<file path="src/rtl/avs_frame_deserializer.sv">
// AVS frame deserializer: recovers the three-slot TDM serial stream (vectorx, vectory,
// pressure) and presents one signed parallel triplet per frame with a valid/ready handshake.
//
// Ports:
//   clock, reset             rising-edge clock, synchronous active-high reset
//   bit_en, sdata, fsync     serial bit strobe, data bit, frame sync (first bit of a frame)
//   vectorx/vectory/pressure signed slot 0/1/2 samples (held while valid & !ready)
//   sample_valid, sample_ready  triplet handshake
//   sync_err                 one-cycle pulse: fsync arrived mid-frame
//   overrun                  one-cycle pulse: pending triplet overwritten by a newer one
//   frame_count              completed frames, wraps silently
module avs_frame_deserializer #(
    parameter int unsigned WIDTH     = 16,
    parameter int unsigned SLOT_BITS = 16,
    parameter int unsigned CNT_WIDTH = 16
) (
    input  logic                        clock,
    input  logic                        reset,
    input  logic                        bit_en,
    input  logic                        sdata,
    input  logic                        fsync,
    output logic signed [WIDTH-1:0]     vectorx,
    output logic signed [WIDTH-1:0]     vectory,
    output logic signed [WIDTH-1:0]     pressure,
    output logic                        sample_valid,
    input  logic                        sample_ready,
    output logic                        sync_err,
    output logic                        overrun,
    output logic [CNT_WIDTH-1:0]        frame_count
);

    localparam int unsigned FrameBits = 3 * SLOT_BITS;
    localparam int unsigned IdxW      = $clog2(FrameBits);
    localparam logic [IdxW-1:0] LastIdx = IdxW'(FrameBits - 1);

    typedef enum logic [1:0] {StHunt, StCapture, StDone, StWait} state_e;

    state_e                state_q, state_d;
    logic [IdxW-1:0]       idx_q, idx_d;
    logic [WIDTH-1:0]      sx_q, sx_d, sy_q, sy_d, sp_q, sp_d;
    logic [WIDTH-1:0]      vx_q, vx_d, vy_q, vy_d, vp_q, vp_d;
    logic                  valid_q, valid_d;
    logic                  sync_err_q, sync_err_d;
    logic                  overrun_q, overrun_d;
    logic [CNT_WIDTH-1:0]  count_q, count_d;

    // FSM control strobes
    logic start_frame;  // this bit becomes the vectorx MSB of a new frame
    logic take_bit;     // ordinary in-frame bit
    logic mid_sync;     // fsync while a frame is partially captured
    logic load_out;

    logic [1:0]      slot;
    logic [IdxW-1:0] pos;

    // State register
    always_ff @(posedge clock) begin
        if (reset) begin
            state_q <= StHunt;
        end else begin
            state_q <= state_d;
        end
    end

    // Next-state logic
    always_comb begin
        state_d = state_q;
        case (state_q)
            StHunt, StWait: if (bit_en && fsync) state_d = StCapture;
            StCapture:      if (bit_en && !fsync && idx_q == LastIdx) state_d = StDone;
            StDone:         state_d = StWait;
            default:        state_d = StHunt;
        endcase
    end

    // FSM outputs
    always_comb begin
        start_frame = bit_en && fsync;
        take_bit    = 1'b0;
        mid_sync    = 1'b0;
        load_out    = 1'b0;
        case (state_q)
            StHunt, StWait: ;
            StCapture: begin
                take_bit = bit_en && !fsync;
                mid_sync = bit_en && fsync && (idx_q != '0);
            end
            StDone: begin
                start_frame = 1'b0;
                load_out    = 1'b1;
            end
            default: start_frame = 1'b0;
        endcase
    end

    // Split the frame bit index into slot number and position within the slot
    always_comb begin
        if (idx_q < IdxW'(SLOT_BITS)) begin
            slot = 2'd0;
            pos  = idx_q;
        end else if (idx_q < IdxW'(2 * SLOT_BITS)) begin
            slot = 2'd1;
            pos  = idx_q - IdxW'(SLOT_BITS);
        end else begin
            slot = 2'd2;
            pos  = idx_q - IdxW'(2 * SLOT_BITS);
        end
    end

    // Datapath next state
    always_comb begin
        idx_d      = idx_q;
        sx_d       = sx_q;
        sy_d       = sy_q;
        sp_d       = sp_q;
        vx_d       = vx_q;
        vy_d       = vy_q;
        vp_d       = vp_q;
        valid_d    = valid_q;
        count_d    = count_q;
        sync_err_d = mid_sync;
        overrun_d  = load_out && valid_q && !sample_ready;

        if (start_frame) begin
            // Any partial frame is dropped; the sync bit is the new vectorx MSB
            sx_d  = {{(WIDTH-1){1'b0}}, sdata};
            sy_d  = '0;
            sp_d  = '0;
            idx_d = IdxW'(1);
        end else if (take_bit) begin
            // Trailing filler bits of a slot are counted but not stored
            if (32'(pos) < WIDTH) begin
                case (slot)
                    2'd0:    sx_d = {sx_q[WIDTH-2:0], sdata};
                    2'd1:    sy_d = {sy_q[WIDTH-2:0], sdata};
                    default: sp_d = {sp_q[WIDTH-2:0], sdata};
                endcase
            end
            idx_d = (idx_q == LastIdx) ? '0 : idx_q + 1'b1;
        end

        if (valid_q && sample_ready) valid_d = 1'b0;
        if (load_out) begin
            vx_d    = sx_q;
            vy_d    = sy_q;
            vp_d    = sp_q;
            valid_d = 1'b1;
            count_d = count_q + 1'b1;
        end
    end

    always_ff @(posedge clock) begin
        if (reset) begin
            idx_q      <= '0;
            sx_q       <= '0;
            sy_q       <= '0;
            sp_q       <= '0;
            vx_q       <= '0;
            vy_q       <= '0;
            vp_q       <= '0;
            valid_q    <= 1'b0;
            sync_err_q <= 1'b0;
            overrun_q  <= 1'b0;
            count_q    <= '0;
        end else begin
            idx_q      <= idx_d;
            sx_q       <= sx_d;
            sy_q       <= sy_d;
            sp_q       <= sp_d;
            vx_q       <= vx_d;
            vy_q       <= vy_d;
            vp_q       <= vp_d;
            valid_q    <= valid_d;
            sync_err_q <= sync_err_d;
            overrun_q  <= overrun_d;
            count_q    <= count_d;
        end
    end

    assign vectorx      = vx_q;
    assign vectory      = vy_q;
    assign pressure     = vp_q;
    assign sample_valid = valid_q;
    assign sync_err     = sync_err_q;
    assign overrun      = overrun_q;
    assign frame_count  = count_q;

endmodule

</file>
<file path="config.mk">
export PLATFORM = sky130hd
export DESIGN_NAME = avs_frame_deserializer
export DESIGN_NICKNAME = d
export VERILOG_FILES = /design/src/rtl/avs_frame_deserializer.sv
export SDC_FILE = /design/constraint.sdc
export NUM_CORES = 1
export LEC_CHECK = 0
export CAP_MARGIN = 20
export CORE_MARGIN = 4
export CORE_UTILIZATION = 35
export CTS_BUF_LIST = sky130_fd_sc_hd__clkbuf_8
export DETAILED_ROUTE_END_ITERATION = 10
export GPL_TIMING_DRIVEN = 0
export HOLD_SLACK_MARGIN = 0.03
export PLACE_DENSITY_LB_ADDON = 0.25
export SLEW_MARGIN = 20
export SYNTH_ARGS = -nofsm -noshare
export SYNTH_HDL_FRONTEND = slang
export SYNTH_SLANG_ARGS = --single-unit
</file>
<file path="constraint.sdc">
create_clock -name clock -period 4.4 [get_ports clock]
set_input_delay 0.88 -clock clock [delete_from_list [all_inputs] [get_ports clock]]
set_output_delay 0.88 -clock clock [all_outputs]
set_load 0.02 [all_outputs]
</file>
==> run_results.csv, run 1 <==
group,metric,value,unit
finish,seqCellArea,0.002462,mm^2
synth,yosys.area.top_type_share,52.49,%
worst_setup_path,worstPathMaxFanout,6,
sta,fin_crit_sh,56.23,%
pwr,seqPwrFrac,46.1,%
sta,fmax,0.4042,GHz
floorplan,rows,42,
synth,synthesis.area,0.004691,mm^2
pwr,intPower,1.878,mW
synth,yosys.area.top_type,"dfxtp_1",
worst_setup_path,crit_slowest_cell,"clkdlybuf4s50_1",
floorplan,io_pins,73,
finish,multi_input_area,0.002067,mm^2
detailed_routing,ant_nets,0,
worst_setup_path,cp-start-kind,"register",
pwr,p_clk_share,41.9,%
synth,syn_inst,512,
detailed_routing,wl_met3,530,um
detailed_routing,dr.pass1.iters,5,
run,max_cap_viol_count,0,
worst_setup_path,cp_cell_sequence,"clkdlybuf4s50_1",
floorplan,dieWidth,123.8,um
pwr,swShare,24.93,%
finish,drive_gt1_share,10.06,%
pwr,pwr_density_cell,412.9,mW/mm^2
detailed_routing,drt_iter0_drc,221,
grt,grt.overflow.total,0,
synth,synth_fp_nets,523,
worst_setup_path,crit_type,"register to primary output",
detailed_routing,wl_met1,5.049,mm
pwr,vdd_drop_max,0.0002085,V
finish,fillers,1251,
pwr,p_leak,2.119,nW
clock_tree,clkSinkCount,123,
status,outcome,"finished clean",
grt,grt_pass1_wl,17.22,mm
clock_tree,cts_buffer_depth,2,
detailed_routing,met2_length,4.741,mm
hold_path,worstHoldPathType,"register to register",
detailed_routing,wire_per_inst,13.25,um
detailed_routing,drt-vias-per-instance,4.708,
sta,slew_violations,0,
grt,grt_start_max_net_pins,17,
sta,finClkSkew,0.01053,ns
synth,synth-edff-count,0,
worst_setup_path,cp_top_family,"buffers and inverters",
floorplan,core,0.01319,mm^2
synth,synth.most_common_cell,"dfxtp_1",
finish,syn_to_final_growth,29.13,%
synth,yosys_warnings,0,
detailed_routing,drc,0,
synth,yosysSeqAreaShare,52.49,%
worst_setup_path,worst_setup_path_end_kind,"primary output",
placed_design,dp_hpwl,7.347,mm
grt,antenna_found_initial,0,
clock_tree,htreeDepth,4,
pwr,switching_power,0.6236,mW
detailed_routing,vias,3729,
worst_setup_path,critPathMaxStageDelay,0.67,ns
clock_tree,hold_buffers,0,
synth,synth_common_cells,"dfxtp_1 (123), nand2_1 (103), nor2_1 (72), a21oi_1 (56), mux2i_1 (49)",
sta,layout_min_cycle_time,2.474,ns
clock_tree,cts_inserted_buffers,17,
floorplan,initial_utilization,35.56,%
placed_design,portBuffers,72,
synth,synth.ff_latch_count,123,
finish,num_antenna_cells,0,
clock_tree,clk_latency,0.44,ns
sta,finalHoldViolCount,0,
clock_tree,clk_transition_reported_paths,0.07,ns
sta,max_slew_margin,60.82,%
sta,whs,0.4568,ns
grt,track_usage,14.68,%
worst_setup_path,crit_required,3.52,ns
clock_tree,tritoncts,"done",
synth,async_flop_share,0,%
worst_setup_path,crit_buf_inv,1,
detailed_routing,highest_layer,"met4",
synth,ys_types,45,
synth,synthFlopType,"dfxtp_1",
synth,syn_area_per_cell,9.162,um^2
pwr,comb_power_share,12.1,%
placed_design,gp_congestion,0.8340,
clock_tree,cts_post_setup_buffers_inserted,0,
sta,tightestPinTransition,0.5877,ns
floorplan,die-area,0.01532,mm^2
worst_setup_path,crit_arrival,1.59,ns
synth,synth_area_leaders,"dfxtp_1 (52%), mux2i_1 (10%), nand2_1 (8.2%)",
sta,timing.final.setup_violations,0,
finish,nNetsFinal,614,
clock_tree,cts_root_buffer,"clkbuf_8",
clock_tree,ctsResizeCount,0,
floorplan,die-height,123.8,um
sta,fin_tns_setup,0,ns
sta,rsz0062_at_grt,"false",
detailed_routing,wl,10.50,mm
grt,grt_pass1_vias,3481,
[state kept, by name, summed over array words and instances (netlist names)]
| name | flops |
|---|---|
| frame_count | 16 |
| idx_q | 6 |
| overrun | 1 |
| pressure | 16 |
| sample_valid | 1 |
| sp_q | 16 |
| state_q | 2 |
| sx_q | 16 |
| sy_q | 16 |
| sync_err | 1 |
| vectorx | 16 |
| vectory | 16 |
[power by group through the flow]
stage               combinational (mW)  sequential, mW  clock [mW]
floorplan                        0.216            1.18           0
global placement                 0.298            1.18           0
detailed placement               0.305            1.18           0
CTS                              0.306            1.15        1.08
global route                     0.329            1.16        1.13
finish                           0.301            1.15        1.05
[final cells by class]
type | instances | share of cell area, %
Sequential cell | 123 | 40.65
Multi-Input combinational cell | 354 | 34.13
Timing Repair Buffer | 72 | 11.90
Clock buffer | 22 | 4.999
Tap cell | 176 | 3.636
Buffer | 28 | 2.231
Clock inverter | 10 | 2.024
Inverter | 7 | 0.4338
[cells in the final DEF, fill, tap and decap left out, types with 2 or more instances in the layout]
master             n
mux2_1             2
nand3b_1           3
nand3_1            3
buf_4              2
nand2_1          103
buf_2             18
a211oi_1           2
a31o_2             2
dfxtp_1          123
clkinv_2           2
clkbuf_1           6
nand4_1            7
mux2i_1           49
bufinv_16          3
xor2_1             9
nor2b_1            2
nor2_1            72
clkdlybuf4s50_1   72
xnor2_1            5
inv_1             11
a21oi_1           56
buf_1              2
nor2_2             2
ha_1               5
a31oi_1            2
nor3_1             4
clkbuf_8          22
or2_1              2
o21ai_0            3
and3_1             2
[final timing paths]
| check | startpoint | end | slack [ns] | depth (start not counted) |
|---|---|---|---|---|
| setup / recovery | frame_count[0] | frame_count[0] | 1.93 | 1 |
| hold reg to reg | sp_q[15] | sp_q[15] | 0.46 | 2 |
| hold / removal | sp_q[15] | sp_q[15] | 0.46 | 2 |
| setup reg to reg | state_q[0] | sp_q[13] | 2.53 | 7 |
[per-layer routing]
layer,global-route usage (%),vias to the layer above
met5,0,-
met4,7.336,0
met3,4.768,14
met2,21.73,77
met1,19.18,1739
li1,-,1899
[through the flow]
| stage | std cells | util, % | instance area [um^2] | setup slack, ns | total power, mW |
|---|---|---|---|---|---|
| after global placement | 760 | 42.70 | 5632 | 1.452 | 1.475 |
| after global routing | 792 | 45.92 | 6057 | 1.720 | 2.612 |
| final | 792 | 45.92 | 6057 | 1.926 | 2.501 |
| after floorplan | 512 | - | 4691 | 2.546 | 1.396 |
| after CTS | 792 | 45.92 | 6057 | 1.868 | 2.538 |
| after detailed placement | 760 | 42.70 | 5632 | 1.449 | 1.482 |
[cell families (layout without fill, tap and decap cells)]
| group | Yosys count | after routing | synth area share, % |
|---|---|---|---|
| AOI/OAI and AO/OA | 66 | 66 | 7.415 |
| xor gates and xnor gates | 14 | 14 | 2.614 |
| adders and majority gates | 5 | 5 | 1.334 |
| buffers and inverters | 35 | 139 | 3.441 |
| DFF | 123 | 123 | 52.49 |
| muxes | 51 | 51 | 10.94 |
| and+or+nand+nor | 218 | 218 | 21.77 |
Note: power is estimated with default switching activity, not from simulation.
==> run 2: changes to the inputs <==
clock period = 2 ns   (was 4.4 ns; I/O delays follow)
==> run_results.csv, run 2 (synthesis gave the netlist of run 1 again) <==
group,metric,value,unit
finish,design_area,0.006091,mm^2
clock_tree,clk_transition_reported_paths,0.07,ns
worst_setup_path,crit_type,"register to primary output",
sta,finClkSkew,0.01062,ns
finish,final_common_cell,"dfxtp_1",
worst_setup_path,worst_setup_path_end_kind,"primary output",
run,max_cap_viol_count,0,
sta,max_slew_margin,64.36,%
placed_design,place_area,0.005632,mm^2
floorplan,dieWidth,123.8,um
clock_tree,cts_buffer_depth,2,
grt,grt.overflow.total,0,
grt,grt_pass1_wl,17.23,mm
clock_tree,cts_inserted_buffers,17,
sta,whs,0.4570,ns
placed_design,gp_congestion,0.8340,
detailed_routing,drc,0,
clock_tree,tritoncts,"done",
clock_tree,clkSinkCount,123,
finish,num_antenna_cells,0,
grt,grt_start_max_net_pins,17,
detailed_routing,vias,3733,
worst_setup_path,crit_required,1.60,ns
grt,track_usage,14.69,%
worst_setup_path,crit_buf_inv,1,
placed_design,dp_hpwl,7.347,mm
sta,fmax,0.5243,GHz
pwr,vdd_drop_max,0.0004585,V
floorplan,initial_utilization,35.56,%
floorplan,die-area,0.01532,mm^2
pwr,total_power,5.497,mW
floorplan,die-height,123.8,um
grt,grt_pass1_vias,3481,
finish,nNetsFinal,616,
finish,syn_to_final_growth,29.85,%
worst_setup_path,cp-start-kind,"register",
placed_design,portBuffers,72,
sta,layout_min_cycle_time,1.907,ns
detailed_routing,dr.pass1.iters,4,
detailed_routing,ant_nets,0,
clock_tree,cts_root_buffer,"clkbuf_8",
sta,slew_violations,0,
sta,fin_crit_sh,95.37,%
finish,layout_common_cells,"dfxtp_1 (123), nand2_1 (102), nor2_1 (72)",
sta,tightestPinTransition,0.5346,ns
finish,drive_gt1_share,11.00,%
hold_path,worstHoldPathType,"register to register",
worst_setup_path,critPathMaxStageDelay,0.64,ns
worst_setup_path,crit_slowest_cell,"clkdlybuf4s50_1",
worst_setup_path,crit_arrival,1.51,ns
worst_setup_path,worstPathMaxFanout,5,
floorplan,io_pins,73,
sta,finalHoldViolCount,0,
floorplan,core,0.01319,mm^2
pwr,pwr_density_cell,902.5,mW/mm^2
detailed_routing,drt-vias-per-instance,4.702,
floorplan,rows,42,
sta,worst_slack,0.09262,ns
grt,antenna_found_initial,0,
sta,rsz0062_at_grt,"false",
detailed_routing,wire_per_inst,13.30,um
placed_design,place_inst,760,
detailed_routing,drt_iter0_drc,236,
finish,fin_cells,794,
pwr,p_leak,2.239,nW
clock_tree,clk_latency,0.44,ns
worst_setup_path,cp_cell_sequence,"clkdlybuf4s50_1",
placed_design,pre_cts_ws,-0.4709,ns
detailed_routing,wl,10.56,mm
sta,timing.final.setup_violations,0,
worst_setup_path,cp_top_family,"buffers and inverters",
clock_tree,htreeDepth,4,
status,outcome,"finished clean",
==> run 2: cell types whose count changed in the layout (fill, tap and decap cells not counted), sizes merged <==
cell and change:
buf +2, clkdlybuf4s50 -7, dlygate4sd2 +2, dlymetal6s2s +5
==> run 2: routing by layer <==
| metal | vias to the layer above | wire, um | GRT usage, % |
|---|---|---|---|
| li1 | 1896 | - | - |
| met4 | 0 | 180 | 7.336 |
| met1 | 1745 | 5079 | 19.21 |
| met3 | 16 | 575 | 4.768 |
| met5 | - | 0 | 0 |
| met2 | 76 | 4721 | 21.73 |
==> run 2: metrics by stage <==
stage               setup TNS [ns]  util, %
global placement            -32.20    42.70
detailed placement          -31.96    42.70
floorplan                        0        -
global route                     0    46.18
finish                           0    46.18
CTS                              0    45.90
==> run 2: worst paths after layout <==
| check | cells after the start | end | slack [ns] | from |
|---|---|---|---|---|
| hold reg to reg | 2 | sp_q[15] | 0.46 | sp_q[15] |
| hold / removal | 2 | sp_q[15] | 0.46 | sp_q[15] |
| setup / recovery | 1 | frame_count[12] | 0.09 | frame_count[12] |
| setup reg to reg | 5 | frame_count[12] | 0.21 | frame_count[0] |
==> run 2: report_power, final <==
group / switching (mW) / internal, mW / leakage (nW) / total [mW]
Sequential: 0.0455 / 2.49 / 0.991 / 2.53
Combinational: 0.399 / 0.259 / 1.02 / 0.657
Clock: 0.928 / 1.38 / 0.230 / 2.30
Total: 1.37 / 4.12 / 2.24 / 5.50
==> run 2: layout make-up <==
type                            count  area [um^2]
Buffer                             27        133.9
Clock inverter                     10        122.6
Tap cell                          176        220.2
Inverter                            7        26.28
Multi-Input combinational cell    354         2069
Fill cell                        1253         7099
Sequential cell                   123         2462
Timing Repair Buffer               75        753.2
Clock buffer                       22        302.8
==> run 2: repair_timing <==
item	in CTS	in global routing
setup endpoints to repair	2	105
hold buffers	0	0
endpoints found under the hold margin	0	0
setup buffers	0	3
cloned	0	0
gates resized for setup	2	9
==> run 3: changes to the inputs <==
==> constraint.sdc (replaced) <==
create_clock -name clock -period 2 [get_ports clock]
set_input_delay 0.4 -clock clock [delete_from_list [all_inputs] [get_ports clock]]
set_output_delay 0.4 -clock clock [all_outputs]
set_load 0.1 [all_outputs]
==> run_results.csv, run 3 (synthesis gave the netlist of run 1 again) <==
group,metric,value,unit
status,outcome,"finished clean",
worst_setup_path,crit_arrival,1.43,ns
detailed_routing,ant_nets,0,
sta,timing.final.setup_violations,0,
finish,seqCellArea,0.002477,mm^2
clock_tree,cts_root_buffer,"clkbuf_8",
finish,final_common_cell,"dfxtp_1",
clock_tree,clkSinkCount,123,
floorplan,initial_utilization,35.56,%
sta,max_slew_margin,61.98,%
grt,grt_start_max_net_pins,17,
worst_setup_path,crit_slowest_cell,"clkdlybuf4s15_2",
worst_setup_path,crit_type,"register to primary output",
grt,grt_pass1_wl,16.74,mm
detailed_routing,dr.pass1.iters,4,
detailed_routing,wl_met3,554,um
floorplan,rows,42,
detailed_routing,drt-vias-per-instance,4.724,
finish,num_antenna_cells,0,
worst_setup_path,critPathMaxStageDelay,0.59,ns
grt,antenna_found_initial,0,
detailed_routing,wire_per_inst,13.18,um
grt,track_usage,14.22,%
pwr,p_leak,2.157,nW
worst_setup_path,crit_buf_inv,1,
clock_tree,htreeDepth,4,
pwr,total_power,5.631,mW
clock_tree,tritoncts,"done",
sta,finClkSkew,0.008690,ns
worst_setup_path,worstPathMaxFanout,5,
sta,finalHoldViolCount,0,
clock_tree,clk_latency,0.44,ns
floorplan,dieWidth,123.8,um
pwr,pwr_density_cell,913.3,mW/mm^2
finish,layout_common_cells,"dfxtp_1 (111), nand2_1 (103), nor2_1 (72)",
detailed_routing,vias,3732,
sta,slew_violations,0,
worst_setup_path,cp_top_family,"buffers and inverters",
grt,grt.overflow.total,0,
placed_design,pre_cts_ws,-0.4593,ns
sta,tightestPinTransition,0.5730,ns
floorplan,core,0.01319,mm^2
placed_design,gp_congestion,0.8031,
sta,rsz0062_at_grt,"false",
finish,drive_gt1_share,23.78,%
clock_tree,clk_transition_reported_paths,0.06,ns
floorplan,die-area,0.01532,mm^2
hold_path,worstHoldPathType,"register to register",
clock_tree,cts_inserted_buffers,17,
worst_setup_path,cp-start-kind,"register",
pwr,vdd_drop_max,0.0004367,V
sta,fin_crit_sh,91.67,%
detailed_routing,wl,10.42,mm
finish,fillers,1261,
worst_setup_path,crit_required,1.60,ns
detailed_routing,met2_length,4.715,mm
detailed_routing,wl_met1,4.920,mm
worst_setup_path,worst_setup_path_end_kind,"primary output",
placed_design,portBuffers,72,
detailed_routing,highest_layer,"met4",
sta,fmax,0.5454,GHz
run,max_cap_viol_count,0,
finish,multi_input_area,0.002067,mm^2
sta,layout_min_cycle_time,1.833,ns
worst_setup_path,cp_cell_sequence,"clkdlybuf4s15_2",
detailed_routing,drc,0,
grt,grt_pass1_vias,3545,
finish,nNetsFinal,613,
sta,worst_slack,0.1666,ns
finish,syn_to_final_growth,31.45,%
placed_design,dp_hpwl,7.351,mm
floorplan,io_pins,73,
floorplan,die-height,123.8,um
detailed_routing,drt_iter0_drc,159,
clock_tree,cts_buffer_depth,2,
run 3: cell types whose count changed in the layout (fill, tap and decap cells not counted), sizes merged:
cell	before	now
clkdlybuf4s15	0	67
clkdlybuf4s50	65	5
buf	24	19
dlymetal6s2s	5	0
clkbuf	28	31
dlygate4sd2	2	0
inv	11	9
run 3: worst paths after layout:
| check | startpoint | to | slack (ns) | cells after the start |
|---|---|---|---|---|
| setup / recovery | frame_count[12] | frame_count[12] | 0.17 | 1 |
| hold / removal | sx_q[15] | sx_q[15] | 0.46 | 2 |
| setup reg to reg | state_q[1] | sy_q[12] | 0.17 | 8 |
| hold reg to reg | sx_q[15] | sx_q[15] | 0.46 | 2 |
run 3: report_power, final:
part           internal [mW]  switching [mW]  leakage, nW
Combinational          0.260           0.496        0.933
Clock                   1.41           0.924        0.226
Sequential              2.49          0.0472        0.997
run 3: cell type report:
class                   instances  share of cell area [%]
repair buffers                 72                   13.05
well taps                     176                   3.571
clock buffers                  23                   5.134
plain buffers                  27                   2.252
multi-input cells             354                   33.52
inverters                       7                  0.4261
clock inverters                 8                   1.867
flip-flops and latches        123                   40.18
run 3: through the flow:
stage	setup TNS [ns]	hold slack (ns)	instances	util [%]	instance area (um^2)
floorplan	0	0.4360	512	-	4706
global placement	-33.33	0.4536	760	42.81	5647
detailed placement	-34.67	0.4537	760	42.81	5647
CTS	0	0.4615	791	46.72	6162
global route	0	0.4844	790	46.75	6166
finish	0	0.4597	790	46.75	6166
run 3: repair_timing:
action	4_1_cts	5_1_grt
endpoints found under the setup margin	67	74
hold buffers	0	0
setup buffers	0	0
cloned	0	0
resized for setup	201	7
run 3: metal layers:
layer	up-vias	GRT usage [%]
met5	-	0
li1	1890	-
met3	21	4.541
met1	1741	17.86
met2	80	21.70
met4	0	7.612
